[config.mk]
export PLATFORM = sky130hd
export DESIGN_NAME = mandel_coord_gen_flat
export DESIGN_NICKNAME = d
export VERILOG_FILES = /design/src/rtl/mandel_coord_gen_if.sv /design/src/rtl/mandel_coord_gen.sv /design/src/flat_wrapper.sv
export SDC_FILE = /design/constraint.sdc
export NUM_CORES = 1
export LEC_CHECK = 0
export ABC_AREA = 1
export ABC_CLOCK_PERIOD_IN_PS = 9950
export BUFFER_PORTS_ARGS = -buffer_cell sky130_fd_sc_hd__buf_2
export CORE_AREA = 2 2 143 145
export DETAILED_ROUTE_END_ITERATION = 16
export DIE_AREA = 0 0 145 147
export HOLD_SLACK_MARGIN = 0.1
export SETUP_SLACK_MARGIN = 0.15
export SLEW_MARGIN = 10
export SYNTH_ARGS = -nofsm -noshare
export SYNTH_HDL_FRONTEND = slang
export SYNTH_SLANG_ARGS = --single-unit
export TNS_END_PERCENT = 10
[constraint.sdc]
create_clock -name clk -period 9.95 [get_ports clk]
set_clock_uncertainty 0.1 [all_clocks]
set_input_delay 0.995 -clock clk [delete_from_list [all_inputs] [get_ports clk]]
set_output_delay 0.995 -clock clk [all_outputs]
set_load 0.1 [all_outputs]
[src/rtl/mandel_coord_gen_if.sv]
// Valid/ready coordinate stream from the coordinate generator to the Mandelbrot iterator.
// An item transfers on a rising clock edge where out_valid && out_ready; while out_valid is high and out_ready low, every payload field holds stable.
interface mandel_coord_gen_if #(
    parameter int BITS   = 16,
    parameter int WIDTH  = 640,
    parameter int HEIGHT = 480
);
    localparam int XW = (WIDTH  > 1) ? $clog2(WIDTH)  : 1;
    localparam int YW = (HEIGHT > 1) ? $clog2(HEIGHT) : 1;

    logic            out_valid;
    logic            out_ready;
    logic [BITS-1:0] out_cr;
    logic [BITS-1:0] out_ci;
    logic [XW-1:0]   out_x;
    logic [YW-1:0]   out_y;
    logic            out_last;

    modport master (
        output out_valid,
        input  out_ready,
        output out_cr,
        output out_ci,
        output out_x,
        output out_y,
        output out_last
    );

    modport slave (
        input  out_valid,
        output out_ready,
        input  out_cr,
        input  out_ci,
        input  out_x,
        input  out_y,
        input  out_last
    );
endinterface

[src/rtl/mandel_coord_gen.sv]
// Raster-order pixel coordinate generator: walks a frame row by row, emitting fixed-point (cr, ci)
// and integer (x, y) on a valid/ready stream; view config is staged and applied at each vsync_pulse.
module mandel_coord_gen #(
    parameter int BITS   = 16,
    parameter int WIDTH  = 640,
    parameter int HEIGHT = 480
) (
    input  logic                   clk,
    input  logic                   reset,
    input  logic                   vsync_pulse,
    input  logic signed [BITS-1:0] cfg_x0,
    input  logic signed [BITS-1:0] cfg_y0,
    input  logic signed [BITS-1:0] cfg_step,
    input  logic                   cfg_load,
    mandel_coord_gen_if.master     m,
    output logic                   overrun,
    output logic [1:0]             dbg_state
);
    localparam int XW = (WIDTH  > 1) ? $clog2(WIDTH)  : 1;
    localparam int YW = (HEIGHT > 1) ? $clog2(HEIGHT) : 1;
    localparam logic [XW-1:0] X_MAX = XW'(WIDTH - 1);
    localparam logic [YW-1:0] Y_MAX = YW'(HEIGHT - 1);

    typedef enum logic [1:0] {
        IDLE = 2'd0,
        RUN  = 2'd1,
        DONE = 2'd2
    } state_t;

    state_t                 r_state;
    logic                   r_valid;
    logic                   r_overrun;
    logic signed [BITS-1:0] r_cr;
    logic signed [BITS-1:0] r_ci;
    logic [XW-1:0]          r_x;
    logic [YW-1:0]          r_y;

    logic signed [BITS-1:0] r_stg_x0;
    logic signed [BITS-1:0] r_stg_y0;
    logic signed [BITS-1:0] r_stg_step;
    logic signed [BITS-1:0] r_act_x0;
    logic signed [BITS-1:0] r_act_step;

    logic                   w_accept;
    logic                   w_x_end;
    logic                   w_y_end;
    logic                   w_last;
    logic signed [BITS-1:0] w_new_x0;
    logic signed [BITS-1:0] w_new_y0;
    logic signed [BITS-1:0] w_new_step;

    assign w_accept = r_valid && m.out_ready;
    assign w_x_end  = (r_x == X_MAX);
    assign w_y_end  = (r_y == Y_MAX);
    assign w_last   = (r_state == RUN) && w_x_end && w_y_end;

    // A cfg_load coinciding with vsync_pulse must reach the new frame, so bypass the staging registers.
    assign w_new_x0   = cfg_load ? cfg_x0   : r_stg_x0;
    assign w_new_y0   = cfg_load ? cfg_y0   : r_stg_y0;
    assign w_new_step = cfg_load ? cfg_step : r_stg_step;

    always_ff @(posedge clk or posedge reset) begin
        if (reset) begin
            r_state    <= IDLE;
            r_valid    <= 1'b0;
            r_overrun  <= 1'b0;
            r_cr       <= '0;
            r_ci       <= '0;
            r_x        <= '0;
            r_y        <= '0;
            r_stg_x0   <= '0;
            r_stg_y0   <= '0;
            r_stg_step <= '0;
            r_act_x0   <= '0;
            r_act_step <= '0;
        end else begin
            r_overrun <= 1'b0;
            if (cfg_load) begin
                r_stg_x0   <= cfg_x0;
                r_stg_y0   <= cfg_y0;
                r_stg_step <= cfg_step;
            end
            if (vsync_pulse) begin
                // Restart wins over any coincident accept; the accepted item is simply dropped from the old frame.
                r_overrun  <= (r_state == RUN);
                r_act_x0   <= w_new_x0;
                r_act_step <= w_new_step;
                r_cr       <= w_new_x0;
                r_ci       <= w_new_y0;
                r_x        <= '0;
                r_y        <= '0;
                r_valid    <= 1'b1;
                r_state    <= RUN;
            end else begin
                case (r_state)
                    RUN: begin
                        if (w_accept) begin
                            if (w_x_end && w_y_end) begin
                                r_valid <= 1'b0;
                                r_state <= DONE;
                            end else if (!w_x_end) begin
                                r_x  <= r_x + 1'b1;
                                r_cr <= r_cr + r_act_step;
                            end else begin
                                r_x  <= '0;
                                r_cr <= r_act_x0;
                                r_y  <= r_y + 1'b1;
                                r_ci <= r_ci + r_act_step;
                            end
                        end
                    end
                    IDLE, DONE: begin
                        r_valid <= 1'b0;
                    end
                    default: begin
                        r_valid <= 1'b0;
                        r_state <= IDLE;
                    end
                endcase
            end
        end
    end

    assign m.out_valid = r_valid;
    assign m.out_cr    = r_cr;
    assign m.out_ci    = r_ci;
    assign m.out_x     = r_x;
    assign m.out_y     = r_y;
    assign m.out_last  = w_last;
    assign overrun     = r_overrun;
    assign dbg_state   = r_state;
endmodule

[src/flat_wrapper.sv]
// flat-port wrapper written by rule: the top's interface ports become plain ports
module mandel_coord_gen_flat 
#(
    parameter int BITS   = 16,
    parameter int WIDTH  = 640,
    parameter int HEIGHT = 480
)
  (clk, reset, vsync_pulse, cfg_x0, cfg_y0, cfg_step, cfg_load, overrun, dbg_state, m_out_valid, m_out_ready, m_out_cr, m_out_ci, m_out_x, m_out_y, m_out_last);
  mandel_coord_gen_if #(.BITS(BITS), .WIDTH(WIDTH), .HEIGHT(HEIGHT)) m_i ();
  input  logic clk;
  input  logic reset;
  input  logic vsync_pulse;
  input  logic signed [BITS-1:0] cfg_x0;
  input  logic signed [BITS-1:0] cfg_y0;
  input  logic signed [BITS-1:0] cfg_step;
  input  logic cfg_load;
  output logic overrun;
  output logic [1:0] dbg_state;
  output wire logic [$bits(m_i.out_valid)-1:0] m_out_valid;
  input wire logic [$bits(m_i.out_ready)-1:0] m_out_ready;
  output wire logic [$bits(m_i.out_cr)-1:0] m_out_cr;
  output wire logic [$bits(m_i.out_ci)-1:0] m_out_ci;
  output wire logic [$bits(m_i.out_x)-1:0] m_out_x;
  output wire logic [$bits(m_i.out_y)-1:0] m_out_y;
  output wire logic [$bits(m_i.out_last)-1:0] m_out_last;
  assign m_out_valid = m_i.out_valid;
  assign m_i.out_ready = m_out_ready;
  assign m_out_cr = m_i.out_cr;
  assign m_out_ci = m_i.out_ci;
  assign m_out_x = m_i.out_x;
  assign m_out_y = m_i.out_y;
  assign m_out_last = m_i.out_last;
  mandel_coord_gen #(.BITS(BITS), .WIDTH(WIDTH), .HEIGHT(HEIGHT)) u_core (.clk(clk), .reset(reset), .vsync_pulse(vsync_pulse), .cfg_x0(cfg_x0), .cfg_y0(cfg_y0), .cfg_step(cfg_step), .cfg_load(cfg_load), .m(m_i), .overrun(overrun), .dbg_state(dbg_state));
endmodule
==> flow_summary_export.csv, run 1 <==
group,metric,value,unit
run_status,status,"completed",
final_layout,syn2layout_area_growth,17.8,%
global_routing,grt-ovfl-total,0,
cts,cts_tree,"yes",
floorplan,io_pins,109,
final_layout,drive_gt1_share,13.6,%
critical_path,cp_top_family,"simple AND/OR/NAND/NOR gates",
detailed_routing,drt_wl_total,20.1,mm
placement,place_congestion,0.878,
floorplan,start_util,39.3,%
cts,clkLatencyLatePin,420,ps
detailed_routing,dr_wl_met3,620,um
final_layout,nets,1280,
yosys,synthFlopType,"dfrtp_1",
yosys,synth-edff-count,0,
critical_path,worstSetupPathType,"register to primary output",
final_layout,layout.cell_area.non_filler,9190,um^2
floorplan,rows,52,
critical_path,cp.required,8860,ps
cts,path_clk_slew,60,ps
detailed_routing,drt-pass1-iter-count,5,
detailed_routing,routedWlPerCell,13.6,um
detailed_routing,ant_nets,0,
final_layout,final_common_cell,"nand2_1",
detailed_routing,met1_length,9.92,mm
timing,tightest_slew,1040,ps
floorplan,die_w,145,um
placement,place_hpwl,14.5,mm
min_path,hold_class,"register to register",
cts,cts_root_buf,"clkbuf_16",
detailed_routing,route.met2.wl,9.31,mm
timing,hold_viol,0,
detailed_routing,drtIter0Drc,448,
critical_path,cp-end-kind,"primary output",
floorplan,die-area,21300,um^2
yosys,async_flop_share,100,%
timing,min_period,3470,ps
cts,cts.htree.levels,4,
timing,timing.final.crit_share,34.8,%
timing,setup_viol,0,
floorplan,core,19800,um^2
floorplan,die_h,147,um
cts,ctsResizeCount,0,
critical_path,crit_buf_inv,2,
placement,placed_area,8560,um^2
global_routing,grt_pass1_vias,6688,
final_layout,seqCellArea,3380,um^2
yosys,syn_area_per_cell,7.14,um^2
critical_path,cp_slowest_cell,"buf_2",
timing,drv_slew,0,
placement,post-place-ws,6200,ps
timing,hold_ws,364,ps
cts,clk_path_buf_depth,2,
yosys,synth_area,7800,um^2
timing,setup_ws,6480,ps
detailed_routing,route.detailed.drc,0,
timing,relSlewSlack,30.6,%
final_layout,diodes,0,
placement,io_buffers,108,
final_layout,final_cells,1476,
detailed_routing,vias,6995,
yosys,yosysUniqueCellTypes,37,
critical_path,crit_fanout,5,
global_routing,grt_start_max_net_pins,82,
final_layout,fillCellCount,2042,
power,p_leak,5.27,nW
cts,cts_buffers,17,
final_layout,final_cell_mix,"nand2_1, dfrtp_1, inv_1, buf_2, nand3_1",
yosys,syn_inst,1092,
power,ir_worst_vdd,0.131,mV
critical_path,start_kind,"register",
global_routing,track_usage,19.6,%
placement,place_inst,1444,
detailed_routing,avgViaCountPerCell,4.74,
timing,fin_setup_tns,0,ps
timing,rsz0062_at_grt,"no",
power,powerDensity,231,nW/um^2
yosys,ys_ff_latch,135,
critical_path,worstPathArrival,2370,ps
critical_path,crit_chain,"ha_1 -> nand2_1 -> nor2_2 -> inv_1 -> nor2_1 -> nand2_4 -> nor2_1 -> buf_2",
global_routing,grt_pass1_wl,33.6,mm
final_layout,multi_input_area,3770,um^2
yosys,synth_nets,1179,
cts,cts_setup_buffers,0,
cts,clock-sinks,135,
critical_path,cpPeakStageDelay,430,ps
critical_path,crit_top_cell,"nor2_1",
detailed_routing,routed.top_layer,"met4",
yosys,ys_seq_area_share,43.3,%
yosys,yosysWarnings,0,
global_routing,antenna_found_initial,0,
timing,max_freq,288,MHz
job,maxCapViolCount,0,
cts,cts_hold_buf,0,
==> cell usage after synthesis, types with 2 or more instances <==
library cell / n / area (um^2)
a21oi_1: 27 / 135
a31oi_1: 17 / 106
buf_1: 8 / 30.0
buf_2: 2 / 10.0
buf_6: 4 / 45.0
clkbuf_1: 15 / 56.3
dfrtp_1: 135 / 3380
fa_1: 2 / 40.0
ha_1: 32 / 400
inv_1: 133 / 499
mux2i_1: 2 / 20.0
nand2_1: 489 / 1840
nand2_4: 5 / 56.3
nand3_1: 65 / 325
nand3b_1: 2 / 15.0
nand4_1: 14 / 87.6
nor2_1: 54 / 203
nor2_2: 2 / 12.5
nor3_1: 9 / 45.0
o211ai_1: 3 / 22.5
o21ai_0: 33 / 165
o21ai_1: 5 / 25.0
o22ai_1: 3 / 18.8
or2_2: 7 / 43.8
xnor2_1: 4 / 35.0
xor2_1: 9 / 78.8
==> layer usage <==
| metal | up-vias | track usage (%) |
|---|---|---|
| li1 | 3631 | - |
| met1 | 3243 | 27.0 |
| met2 | 103 | 32.1 |
| met3 | 18 | 3.07 |
| met4 | 0 | 6.24 |
| met5 | - | 0 |
==> sequential cells by signal, indices dropped and copies added, names as in the netlist <==
name                flops
u_core.r_stg_y0        16
u_core.m.out_x         10
u_core.m.out_cr        16
u_core.overrun          1
u_core.m.out_ci        16
u_core.r_stg_step      16
u_core.m.out_valid      1
u_core.r_act_step      16
u_core.r_stg_x0        16
u_core.dbg_state        2
u_core.r_act_x0        16
u_core.m.out_y          9
==> power breakdown <==
group,internal [mW],switching (mW)
registers,0.613,0.0581
logic,0.204,0.573
clock network,0.425,0.245
==> worst min-delay path, delay by kind of cell, from the launching register on <==
family | cells | cell delay, ps
AND/OR/NAND/NOR | 2 | 110
flip-flops | 1 | 320
==> cells by family (layout without fill, tap and decap cells) <==
logic type	Yosys count	after routing	synth area share (%)
buffers and inverters	164	278	8.36
multiplexers	2	2	0.257
XOR/XNOR	13	13	1.46
flip-flops	135	135	43.3
AND/OR/NAND/NOR	652	652	34.4
adder cells (fa/ha/maj)	34	34	5.65
AO/OA/AOI/OAI	92	92	6.56
==> layout make-up <==
type	instances	area share [%]
clock buffer	20	4.86
sequential	135	36.8
timing repair buffer	112	6.21
clock inverter	12	1.91
tap	270	3.68
inverter	134	5.53
multi-input combinational	793	41.0
==> through the flow <==
step	power [mW]	util [%]
after detailed placement	1.46	43.2
after global routing	2.25	46.3
after global placement	1.45	43.2
final	2.12	46.3
after CTS	2.13	46.3
after floorplan	1.29	-
==> worst paths after layout <==
| check | endpoint | cells after the start | slack [ps] | start |
|---|---|---|---|---|
| max | m_out_last | 8 | 6480 | u_core.m.out_y[0] |
| min | u_core.r_stg_step[1] | 2 | 360 | u_core.r_stg_step[1] |
| max reg2reg | u_core.m.out_y[3] | 9 | 7180 | u_core.m.out_x[0] |
| min reg2reg | u_core.r_stg_step[1] | 2 | 360 | u_core.r_stg_step[1] |
| max in group asynchronous | u_core.r_stg_x0[11] | 3 | 7810 | reset |
| min in group asynchronous | u_core.r_stg_step[0] | 2 | 500 | reset |
Power figures use the tool's default switching activity.
==> run 2, diff against run 1 <==
--- a/config.mk
+++ b/config.mk
@@ -5,12 +5,12 @@
 export SDC_FILE = /design/constraint.sdc
 export NUM_CORES = 1
 export LEC_CHECK = 0
-export ABC_AREA = 1
-export ABC_CLOCK_PERIOD_IN_PS = 9950
+export ABC_AREA = 0
+export ABC_CLOCK_PERIOD_IN_PS = 3300
 export BUFFER_PORTS_ARGS = -buffer_cell sky130_fd_sc_hd__buf_2
-export CORE_AREA = 2 2 143 145
+export CORE_AREA = 2 2 136 138
 export DETAILED_ROUTE_END_ITERATION = 16
-export DIE_AREA = 0 0 145 147
+export DIE_AREA = 0 0 138 140
 export HOLD_SLACK_MARGIN = 0.1
 export SETUP_SLACK_MARGIN = 0.15
 export SLEW_MARGIN = 10
==> constraint.sdc (replaced) <==
create_clock -name clk -period 3.3 [get_ports clk]
set_clock_uncertainty 0.1 [all_clocks]
set_input_delay 0.33 -clock clk [delete_from_list [all_inputs] [get_ports clk]]
set_output_delay 0.33 -clock clk [all_outputs]
set_load 0.1 [all_outputs]
==> flow_summary_export.csv, run 2 <==
group,metric,value,unit
critical_path,crit_buf_inv,2,
timing,timing.final.crit_share,87.1,%
power,power.share.clock,32.6,%
final_layout,layout.cell_area.non_filler,8870,um^2
floorplan,die_h,140,um
critical_path,worstSetupPathType,"register to primary output",
power,p_sw_share,36.9,%
yosys,syn_inst,670,
timing,relSlewSlack,34.4,%
cts,cts_buffers,17,
detailed_routing,drtIter0Drc,370,
global_routing,antenna_found_initial,0,
timing,hold_viol,0,
final_layout,diodes,0,
placement,place_inst,986,
cts,clock-sinks,135,
yosys,yosysWarnings,0,
power,switchingPower,2.18,mW
yosys,ys_seq_area_share,48.4,%
yosys,synth.area.top_cells,"dfrtp_1, mux2_2, ha_1",
final_layout,final_common_cell,"dfrtp_1",
critical_path,start_kind,"register",
floorplan,io_pins,109,
final_layout,syn2layout_area_growth,27.1,%
critical_path,cp-end-kind,"primary output",
floorplan,die-area,19300,um^2
detailed_routing,vias,5768,
yosys,synth_most_common_cell,"dfrtp_1",
cts,clkLatencyLatePin,420,ps
detailed_routing,route.detailed.drc,0,
floorplan,die_w,138,um
placement,place_congestion,0.865,
yosys,synthDominantCellAreaShare,48.4,%
floorplan,start_util,39.2,%
timing,min_period,2880,ps
detailed_routing,ant_nets,0,
detailed_routing,drt_wl_total,18.1,mm
critical_path,cpPeakStageDelay,430,ps
critical_path,crit_fanout,10,
yosys,synthFlopType,"dfrtp_1",
placement,io_buffers,108,
critical_path,crit_chain,"ha_1 -> and4bb_1 -> and4_1 -> buf_4 -> and3_1 -> buf_2",
final_layout,final_cell_mix,"dfrtp_1, buf_2, nor2_1, mux2_2, nand2_1",
power,seq_power_share,33.9,%
timing,setup_viol,0,
timing,rsz0062_at_grt,"no",
cts,cts_tree,"yes",
global_routing,grt-ovfl-total,0,
cts,clk_path_buf_depth,2,
placement,place_hpwl,12.8,mm
power,p_leak,4.07,nW
timing,hold_ws,138,ps
global_routing,track_usage,19.3,%
min_path,whs_endpoint,"u_core.r_stg_x0[11]",
yosys,yosysUniqueCellTypes,56,
yosys,synth_nets,757,
timing,drv_slew,0,
yosys,synth-edff-count,0,
critical_path,r2r_setup_slack,500,ps
min_path,worstHoldStart,"cfg_x0[11]",
cts,cts.htree.levels,4,
final_layout,drive_gt1_share,25.7,%
floorplan,core,17800,um^2
floorplan,rows,49,
power,p_comb_share,33.6,%
final_layout,nets,912,
yosys,yosys.area.top_type,"dfrtp_1",
critical_path,r2r_cells,8,
job,maxCapViolCount,0,
detailed_routing,avgViaCountPerCell,5.41,
placement,placed_area,7770,um^2
detailed_routing,drt-pass1-iter-count,5,
power,p_int,3.71,mW
critical_path,worstPathArrival,2450,ps
yosys,synth_area,6980,um^2
critical_path,r2r_end,"u_core.m.out_x[3]",
detailed_routing,routedWlPerCell,17.0,um
yosys,async_flop_share,100,%
critical_path,cp_slowest_cell,"dfrtp_1",
global_routing,grt_start_max_net_pins,115,
cts,cts_root_buf,"clkbuf_16",
power,ir_worst_vdd,0.382,mV
power,power,5.89,mW
cts,path_clk_slew,60,ps
final_layout,final_cells,1067,
critical_path,cp_top_family,"simple AND/OR/NAND/NOR gates",
final_layout,utilization,49.9,%
timing,max_freq,348,MHz
power,powerDensity,664,nW/um^2
yosys,ys_ff_latch,135,
run_status,status,"completed",
final_layout,fillCellCount,1619,
cts,cts_setup_buffers,0,
global_routing,grt_pass1_vias,5888,
critical_path,cp.required,2870,ps
critical_path,rr_startpoint,"u_core.m.out_x[0]",
min_path,hold_depth,3,
yosys,synthTopCellsByCount,"dfrtp_1, nor2_1, mux2_2, nand2_1",
timing,tightest_slew,980,ps
global_routing,grt_pass1_wl,30.1,mm
yosys,syn_area_per_cell,10.4,um^2
min_path,hold_class,"primary input to register",
## run 2: cell types whose count changed in the layout (fill, tap and decap cells not counted), moves of 11 or more
cell           previous run  this run
inv_1                   132        15
mux2_2                    0        55
a21oi_1                  27        39
nand3_1                  65         7
nand2_1                 489        55
dlygate4sd3_1             0        49
o21a_1                    1        12
nor2_1                   54        67
a21o_1                    0        16
xor2_1                    9        20
xnor2_1                   4        15
## run 2: cell families after synthesis
kind of cell / Yosys count / synth area share, %
xor gates and xnor gates: 35 / 4.39
muxes: 62 / 9.88
DFF: 135 / 48.4
adders and majority gates: 34 / 6.31
AOI/OAI and AO/OA: 163 / 15.0
and+or+nand+nor: 195 / 13.4
buffers and inverters: 46 / 2.67
## run 2: cell type report
type / count / area (um^2) / share of cell area [%]
tap: 229 / 287 / 3.23
sequential: 135 / 3380 / 38.1
clock buffer: 25 / 505 / 5.70
clock inverter: 7 / 91.3 / 1.03
inverter: 16 / 63.8 / 0.720
timing repair buffer: 166 / 1120 / 12.7
multi-input combinational: 489 / 3420 / 38.5
## run 2: through the flow
stage | worst slack, ps | setup TNS [ps]
finish | 424 | 0
detailed placement | 482 | 0
CTS | 424 | 0
global placement | 633 | 0
floorplan | -26.9 | -26.9
global route | 285 | 0
## run 2: how the worst max path moves through the flow
stage | from | cells after the start | to
after floorplan | u_core.m.out_x[0] | 5 | m_out_last
after global placement | u_core.m.out_x[0] | 8 | u_core.m.out_x[3]
after detailed placement | u_core.m.out_x[1] | 8 | u_core.m.out_cr[15]
after CTS | u_core.m.out_x[0] | 6 | m_out_last
after global routing | u_core.m.out_x[0] | 8 | u_core.m.out_x[9]
final | u_core.m.out_x[0] | 6 | m_out_last
## run 2: power groups by stage
| stage | Clock (mW) | Sequential, mW | Combinational (mW) |
|---|---|---|---|
| global placement | 0 | 2.02 | 1.88 |
| CTS | 1.96 | 1.99 | 1.98 |
| finish | 1.92 | 2.00 | 1.98 |
| floorplan | 0 | 2.53 | 0.995 |
| detailed placement | 0 | 2.02 | 1.92 |
| global route | 2.05 | 2.02 | 2.14 |
## run 2: routing by layer
layer | GRT usage, % | part of all wire, % | vias up
met1 | 25.4 | 46 | 2836
met5 | 0 | 0 | -
met2 | 31.3 | 48 | 168
li1 | - | - | 2734
met3 | 4.48 | 4.5 | 30
met4 | 7.09 | 2.0 | 0
## run 2: timing repair
action | CTS | global route
resized for setup | 0 | 1
hold buffers | 49 | 0
endpoints found under the setup margin | 0 | 1
hold endpoints to repair | 69 | 0
## run 2: worst register-to-register path, stage by stage (launching register included)
cell and delay [ps]:
dfrtp_1 430, ha_1 280, and4bb_1 270, nand4_4 190
nor3_2 100, nor2_1 750, nor2_1 210, o21ai_0 250
o31ai_1 100
